File: src/rtl/calc_op_sequencer.sv
// Calculator control sequencer: accepts one command at a time, steers the
// one-hot result mux, runs the unit start/done handshake and returns results.
module calc_op_sequencer #(
  parameter logic [15:0] MULTI_MASK = 16'h0018,
  parameter logic [3:0]  DIV_OP     = 4'd4,
  parameter int unsigned TIMEOUT    = 64
) (
  input  logic        clk,
  input  logic        rst,
  input  logic        cmd_valid,
  output logic        cmd_ready,
  input  logic [3:0]  cmd_op,
  input  logic [31:0] cmd_a,
  input  logic [31:0] cmd_b,
  input  logic        cmd_use_acc,
  output logic [31:0] op_a,
  output logic [31:0] op_b,
  output logic        unit_start,
  input  logic        unit_done,
  output logic [15:0] hotselect,
  input  logic [31:0] muxout,
  output logic        rsp_valid,
  input  logic        rsp_ready,
  output logic [31:0] rsp_data,
  output logic        rsp_err,
  output logic [31:0] acc
);

  localparam logic [2:0] S_IDLE    = 3'd0;
  localparam logic [2:0] S_ISSUE   = 3'd1;
  localparam logic [2:0] S_WAIT    = 3'd2;
  localparam logic [2:0] S_CAPTURE = 3'd3;
  localparam logic [2:0] S_RESPOND = 3'd4;

  localparam logic [15:0] CNT_LAST = 16'(TIMEOUT - 1);

  logic [2:0]  state;
  logic [3:0]  op;
  logic [15:0] cnt;

  assign cmd_ready  = (state == S_IDLE);
  assign unit_start = (state == S_ISSUE);
  assign rsp_valid  = (state == S_RESPOND);

  always_ff @(posedge clk) begin
    if (rst) begin
      state     <= S_IDLE;
      op        <= 4'd0;
      op_a      <= 32'd0;
      op_b      <= 32'd0;
      hotselect <= 16'h0001;
      rsp_data  <= 32'd0;
      rsp_err   <= 1'b0;
      acc       <= 32'd0;
      cnt       <= 16'd0;
    end else begin
      case (state)
        S_IDLE: begin
          if (cmd_valid) begin
            op        <= cmd_op;
            op_a      <= cmd_use_acc ? acc : cmd_a;
            op_b      <= cmd_b;
            hotselect <= 16'h0001 << cmd_op;
            // divide-by-zero never reaches the units
            if (cmd_op == DIV_OP && cmd_b == 32'd0) begin
              rsp_err  <= 1'b1;
              rsp_data <= 32'd0;
              state    <= S_RESPOND;
            end else begin
              state <= S_ISSUE;
            end
          end
        end
        S_ISSUE: begin
          state <= MULTI_MASK[op] ? S_WAIT : S_CAPTURE;
        end
        S_WAIT: begin
          cnt <= cnt + 16'd1;
          // done on the last counted cycle still wins over the abort
          if (unit_done) begin
            state <= S_CAPTURE;
          end else if (cnt == CNT_LAST) begin
            rsp_err  <= 1'b1;
            rsp_data <= 32'd0;
            state    <= S_RESPOND;
          end
        end
        S_CAPTURE: begin
          rsp_data <= muxout;
          acc      <= muxout;
          rsp_err  <= 1'b0;
          state    <= S_RESPOND;
        end
        S_RESPOND: begin
          if (rsp_ready) begin
            cnt   <= 16'd0;
            state <= S_IDLE;
          end
        end
        default: state <= S_IDLE;
      endcase
    end
  end

endmodule

File: config.mk
export PLATFORM = sky130hd
export DESIGN_NAME = calc_op_sequencer
export DESIGN_NICKNAME = d
export VERILOG_FILES = /design/src/rtl/calc_op_sequencer.sv
export SDC_FILE = /design/constraint.sdc
export NUM_CORES = 1
export LEC_CHECK = 0
export CAP_MARGIN = 10
export CORE_ASPECT_RATIO = 0.9
export CORE_MARGIN = 5
export CORE_UTILIZATION = 48
export CTS_CLUSTER_DIAMETER = 150
export DETAILED_ROUTE_END_ITERATION = 10
export PLACE_DENSITY = 0.85
export SLEW_MARGIN = 20
export SYNTH_ARGS = -nofsm -noshare
export SYNTH_HDL_FRONTEND = slang
export SYNTH_SLANG_ARGS = --single-unit
File: constraint.sdc
create_clock -name clk -period 3.5 [get_ports clk]
set_clock_uncertainty 0.1 [all_clocks]
set_input_delay 0.7 -clock clk [delete_from_list [all_inputs] [get_ports clk]]
set_output_delay 0.7 -clock clk [all_outputs]
set_load 0.02 [all_outputs]
# After elaboration in Yosys (flattened, before gate mapping)
# Memory sizes are Yosys's and may differ from the RTL's. A register that Yosys moved wholly into a read port is not among the register bits.
# Index checks and enable logic that the tools add are counted.
[op_classes] add_sub_neg=1 magnitude_cmp=1 eq_ne=12 n_shift=1 muxes=23 n_reduce_logical=9
[ops] cell="two-way mux 32 bit" count=5
[ops] cell="one-hot mux 32 bit (3 select lines)" count=1
[ops] cell="logical NOT 32 bit" count=1
[ops] cell="one-hot mux 16 bit (2 select lines)" count=1
[ops] cell="adder 16 x 1 -> 16 bit (second input constant)" count=1
[ops] cell="equality test 16 x 6 -> 1 bit (second input constant)" count=1
[ops] cell="two-way mux 16 bit" count=1
[ops] cell="<< shifter 1 x 4 -> 16 bit (first input constant)" count=1
[ops] cell="two-way mux 3 bit" count=5
[ops] cell="one-hot mux 3 bit (5 select lines)" count=1
[ops] cell="two-way mux 4 bit" count=2
[ops] cell="equality test 3 x 2 -> 1 bit (second input constant)" count=2
[ops] cell="two-way mux 1 bit" count=6
[ops] cell="!= test 2 bit (second input constant)" count=3
[ops] cell="less-than comparator 4 x 5 -> 1 bit (second input constant)" count=1
[ops] cell="AND reduction 5 bit" count=1
[ops] cell="equality test 4 x 3 -> 1 bit (second input constant)" count=1
[ops] cell="!= test 2 x 1 -> 1 bit (second input constant)" count=2
[ops] cell="AND reduction 2 bit" count=2
[ops] cell="equality test 3 x 1 -> 1 bit (second input constant)" count=1
[ops] cell="equality test 3 bit (second input constant)" count=1
[ops] cell="logical NOT 3 bit" count=1
[ops] cell="!= test 3 bit (second input constant)" count=1
[ops] cell="one-hot mux 1 bit (3 select lines)" count=1
[ops] cell="other kinds (4)" count=4
[totals] reg_bits=168 rom_bits=16 out_inout_bits=148 word_cells=57 memories=1
[mem_list] memory="(name not given)" words=16 width=1 rd=1 rd_clocked_by_memory_dff=1 wr=0 line_no="75" text="state <= MULTI_MASK[op] ? S_WAIT : S_CAPTURE;"

# Longest topological paths before layout
[logic_depth] depth_word=5 mapped_depth=7

# Least setup slack after synthesis
# No wires, ideal clock.
[synth_timing] kind="input port to flip-flop" startpoint="input port cmd_op[0]" endpoint="register rsp_data[22]" arrival_time_ps=2059 required_time_ps=3254 path_slack_ps=1195 stages=7 n_path_buf=2 cell_sequence="buf_4 nor4b_4 nand3_1 or4_4 nand2_8 buf_12 a211oi_2"
[synth_via] elab_chain_cells=4
[synth_lines] element="start: declaration" line_no="12" text="input logic [3:0] cmd_op,"
[synth_lines] element="equality test 4 x 3 -> 1 bit" line_no="65" text="if (cmd_op == DIV_OP && cmd_b == 32'd0) begin"
[synth_lines] element="logical AND 1 bit" line_no="65"
[synth_lines] element="!= test 2 x 1 -> 1 bit (no line)"
[synth_lines] element="AND reduction 5 bit (no line)"
[synth_lines] element="end signal: assignment" line_no="89" text="rsp_data <= muxout;"
[synth_lines] element="end: declaration" line_no="24" text="output logic [31:0] rsp_data,"
# No other way between the ends.
# A chain may end at the register's enable or synchronous reset.

# Worst setup path after layout
[layout_timing] startpoint="register state[2]" endpoint="output port rsp_valid"
[layout_via] elab_chain_cells=1
[layout_lines] element="start: declaration" line_no="37" text="logic [2:0] state;"
[layout_lines] element="start signal: assignment" line_no="75"
[layout_lines] element="equality test 3 bit" line_no="43" text="assign rsp_valid = (state == S_RESPOND);"
[layout_lines] element="end: declaration" line_no="22" text="output logic rsp_valid,"
# No other way between the ends.

==> impl_results.md <==
* Number of rows created at floorplan at 42
* CTS tree: done
* Number of different library cells in the post-synthesis netlist at 48
* Final total negative setup slack at 0 ps
* Clock latency of the later-clocked register in the worst-skew pair at 430 ps
* Worst Path Arrival at between 2000 and 2500 ps
* Final worst-path cycle share at 87.1%
* CP required at 2700 ps
* M1 GR Usage at 29.0%
* Cell count of the worst reg-to-reg path at 5
* Number of routed nets with antenna violations at 0
* H-tree levels at 4
* Mean routed wirelength per cell at about 17 um
* Number of clock buffers inserted by TritonCTS at 17
* Post-synthesis cell count at about 800
* Number of I/O port buffers at 253
* Non-filler instance count after layout at 1231
* Initial antenna violation count at 1
* Crit Reg-Reg Endpoint: rsp_data[7]$_SDFFE_PP0P_
* CTS-repair resized insts at 0
* Outcome: completed
* Remaining global-route overflow at 0
* Global routing usage summed across all routing layers at between 20% and 30%
* Root Buffer: clkbuf_16
* Worst hold-check path type: reg -> reg
* Primary flip-flop cell chosen by synthesis mapping: dfxtp_1
* Die span in x at between 100 and 150 um
* First-pass detailed-route iteration total at 5
* Routed WL at ~21000 um
* Vert. Die Dim at approximately 120 um
* Pre-CTS WS at 365 ps
* Kind of start point of the critical path: flip-flop
* Path type of the worst setup path: reg -> out
* Shortest period the worst path allows at 3050 ps
* Remaining DRCs at 0
* I/O Pins at about 250
* Total of flip-flops plus latches after synthesis at 169
* Peak Freq at 0.328 GHz
* Largest net degree at the start of global routing at 96
* Busiest metal layer after global routing: met2
* Finished Cell Area at 0.0102 mm2
* Capturing element type of the critical path: primary output
* Setup WS post-layout at 450 ps
* Starting utilization of the core area at 48.4%
* Reg2reg setup slack at approximately 1100 ps
* Number of enable-type register cells in the synthesized netlist at 0
* Share of cells above drive strength 1 at around 8%
* Number of nets at the end of the flow at 1126
* Met2 track demand over resource at 38.5%
* Number of pins exceeding their max-slew limit in the final report at 0
* Post-CTS Hold Buffers at 0
* Fin util at 70.6%
* Post-CTS setup-driven buffer insertion count at 0
* Vias in the first global route at 6316
* Area of placed instances at approximately 0.0096 mm2
* Setup violation total in the final timing report at 0
* Area inside the core boundary at 0.0145 mm2
* Final total power at 6.93 mW
* Leakage power at about 3.6 nW
* Weighted congestion at the end of routability-driven global placement at 0.838
* Pwr dens at 677 mW/mm2
* HPWL reported at the end of detailed placement at 14700 um
* Die Area at 0.0171 mm2
* Syn nets at 910
* Fin Hold WS at around 350 ps
* Routing usage on met3 at 8.60%
* Bufs on Longest Clock Path at 2
* Worst-case headroom to the max-slew limit at 47.1%
* Sequential area share after synthesis at 48.2%
* Number of DRC markers in iteration 0 at 392
* Total number of vias at 6559
* Count of max-cap constraint violations at 0
* Via/cell ratio at 5.33
* Unrepaired setup endpoints after global routing: false
* First-pass GRT wire length at 32700 um
* Capturing instance or port of the critical path: rsp_valid
* Syn. warnings at 0
* Fraction of synthesis flops using an asynchronous set or reset pin at 0%
* Crit path max fanout at 12
* Mapped Area at 0.00702 mm2
* Area growth from synthesis to final layout at 45.9%
* Total instance count after detailed placement at 1198
* Pin slew with the least headroom to its limit at between 700 and 800 ps
* Final-report hold violation count at 0
* Clock transition at the registers of the reported paths at 60 ps
* Start of the worst register-to-register path: state[1]$_SDFFE_PP0P_
* Synthesized area divided by synthesized cell count at 8.74 um2
* Worst-case vdd ir drop at 0.000439 V
* Number of clock sinks at between 150 and 200
* Source of the critical timing path: state[2]$_SDFFE_PP0P_
-- critical path: stages (launching register included) --
cell             delay, ps
dfxtp_1                600
inv_1                  130
nor3_1                 360
clkdlybuf4s50_1        730
-- per-layer routing --
layer | wire length [um] | vias to the layer above
met3 | 1720 | 38
met1 | 8350 | 3050
met2 | 10200 | 224
li1 | - | 3247
met4 | 570 | 0
met5 | 0 | -
-- flip-flops by register name, indices dropped and copies added (netlist names), named ones only --
name / flops
cnt: 16
state: 3
rsp_data: 32
op_b: 32
hotselect: 16
op_a: 32
op: 4
rsp_err: 1
acc: 32
-- cells by family (layout without fill, tap and decap cells) --
| kind of cell | count (synthesis) | after routing | synth area share, % |
|---|---|---|---|
| buffers and inverters | 71 | 300 | 5.10 |
| AO/OA/AOI/OAI | 227 | 227 | 21.1 |
| AND/OR/NAND/NOR | 286 | 286 | 18.6 |
| multiplexers | 36 | 36 | 5.14 |
| other | 0 | 1 | 0 |
| flip-flops | 169 | 169 | 48.2 |
| adder cells (fa/ha/maj) | 1 | 1 | 0.178 |
| XOR/XNOR | 13 | 13 | 1.62 |
-- area by class of cell --
class / instances / area [um2]
diodes: 1 / 2.50
clock buffers: 20 / 457
clock inverters: 12 / 220
fillers: 1109 / 4270
inverters: 4 / 15.0
multi-input cells: 563 / 3280
flip-flops and latches: 169 / 3380
well taps: 198 / 248
repair buffers: 264 / 2640
-- layout by cell type (no fill, tap or decap), types with 3 or more instances in the layout --
cell type / synthesis / layout
nor3_1: 10 / 10
clkdlybuf4s50_1: 0 / 251
buf_4: 3 / 9
xnor2_1: 7 / 7
a211oi_1: 37 / 37
and3_1: 3 / 3
inv_1: 4 / 4
nand2_1: 157 / 157
nor2b_1: 4 / 4
nor3b_1: 3 / 3
a211oi_2: 29 / 29
bufinv_16: 0 / 6
clkbuf_16: 0 / 17
nand4_1: 12 / 12
xor2_1: 6 / 6
mux2i_1: 36 / 36
and4_1: 3 / 3
nor4_1: 10 / 10
nand3_1: 11 / 11
a21oi_1: 148 / 148
nor2_1: 57 / 57
clkinv_2: 0 / 3
dfxtp_1: 169 / 169
-- synthesized netlist by cell type (2+ instances only) --
library cell,number,area [um2]
nand2_1,157,589
a21o_1,2,15.0
nor3_1,10,50.1
buf_4,3,22.5
nor2_1,57,214
and3_1,3,18.8
nor4_1,10,62.6
a21oi_1,148,741
and2b_1,2,15.0
a211oi_1,37,278
buf_12,3,60.1
nor3b_1,3,22.5
o21ai_0,2,10.0
xor2_1,6,52.6
buf_2,19,95.1
xnor2_1,7,61.3
and4_1,3,26.3
nor4b_4,2,47.6
or3_1,2,12.5
nand4_1,12,75.1
and2_1,2,12.5
mux2i_1,36,360
inv_1,4,15.0
nand3_1,11,55.1
dfxtp_1,169,3380
nor2b_1,4,25.0
clkbuf_1,40,150
a211oi_2,29,363
-- how the worst min path moves through the flow --
stage / startpoint / end / slack, ps / depth (start not counted)
after floorplan: op[3]$_SDFFE_PP0P_ / op[3]$_SDFFE_PP0P_ / 340 / 2
after global placement: hotselect[12]$_SDFFE_PP0P_ / hotselect[12]$_SDFFE_PP0P_ / 340 / 2
after detailed placement: hotselect[9]$_SDFFE_PP0P_ / hotselect[9]$_SDFFE_PP0P_ / 350 / 2
after CTS: hotselect[9]$_SDFFE_PP0P_ / hotselect[9]$_SDFFE_PP0P_ / 350 / 2
after global routing: hotselect[9]$_SDFFE_PP0P_ / hotselect[9]$_SDFFE_PP0P_ / 370 / 2
final: op_b[25]$_SDFFE_PP0P_ / op_b[25]$_SDFFE_PP0P_ / 350 / 2
-- power breakdown --
part           leakage (nW)  total (mW)  switching, mW  internal (mW)
sequential             1.37        2.40          0.188           2.21
combinational          1.88        2.40           1.43          0.968
clock                 0.330        2.13          0.752           1.37
total                  3.58        6.93           2.37           4.56
No activity file was read; power rests on OpenSTA's default activity.
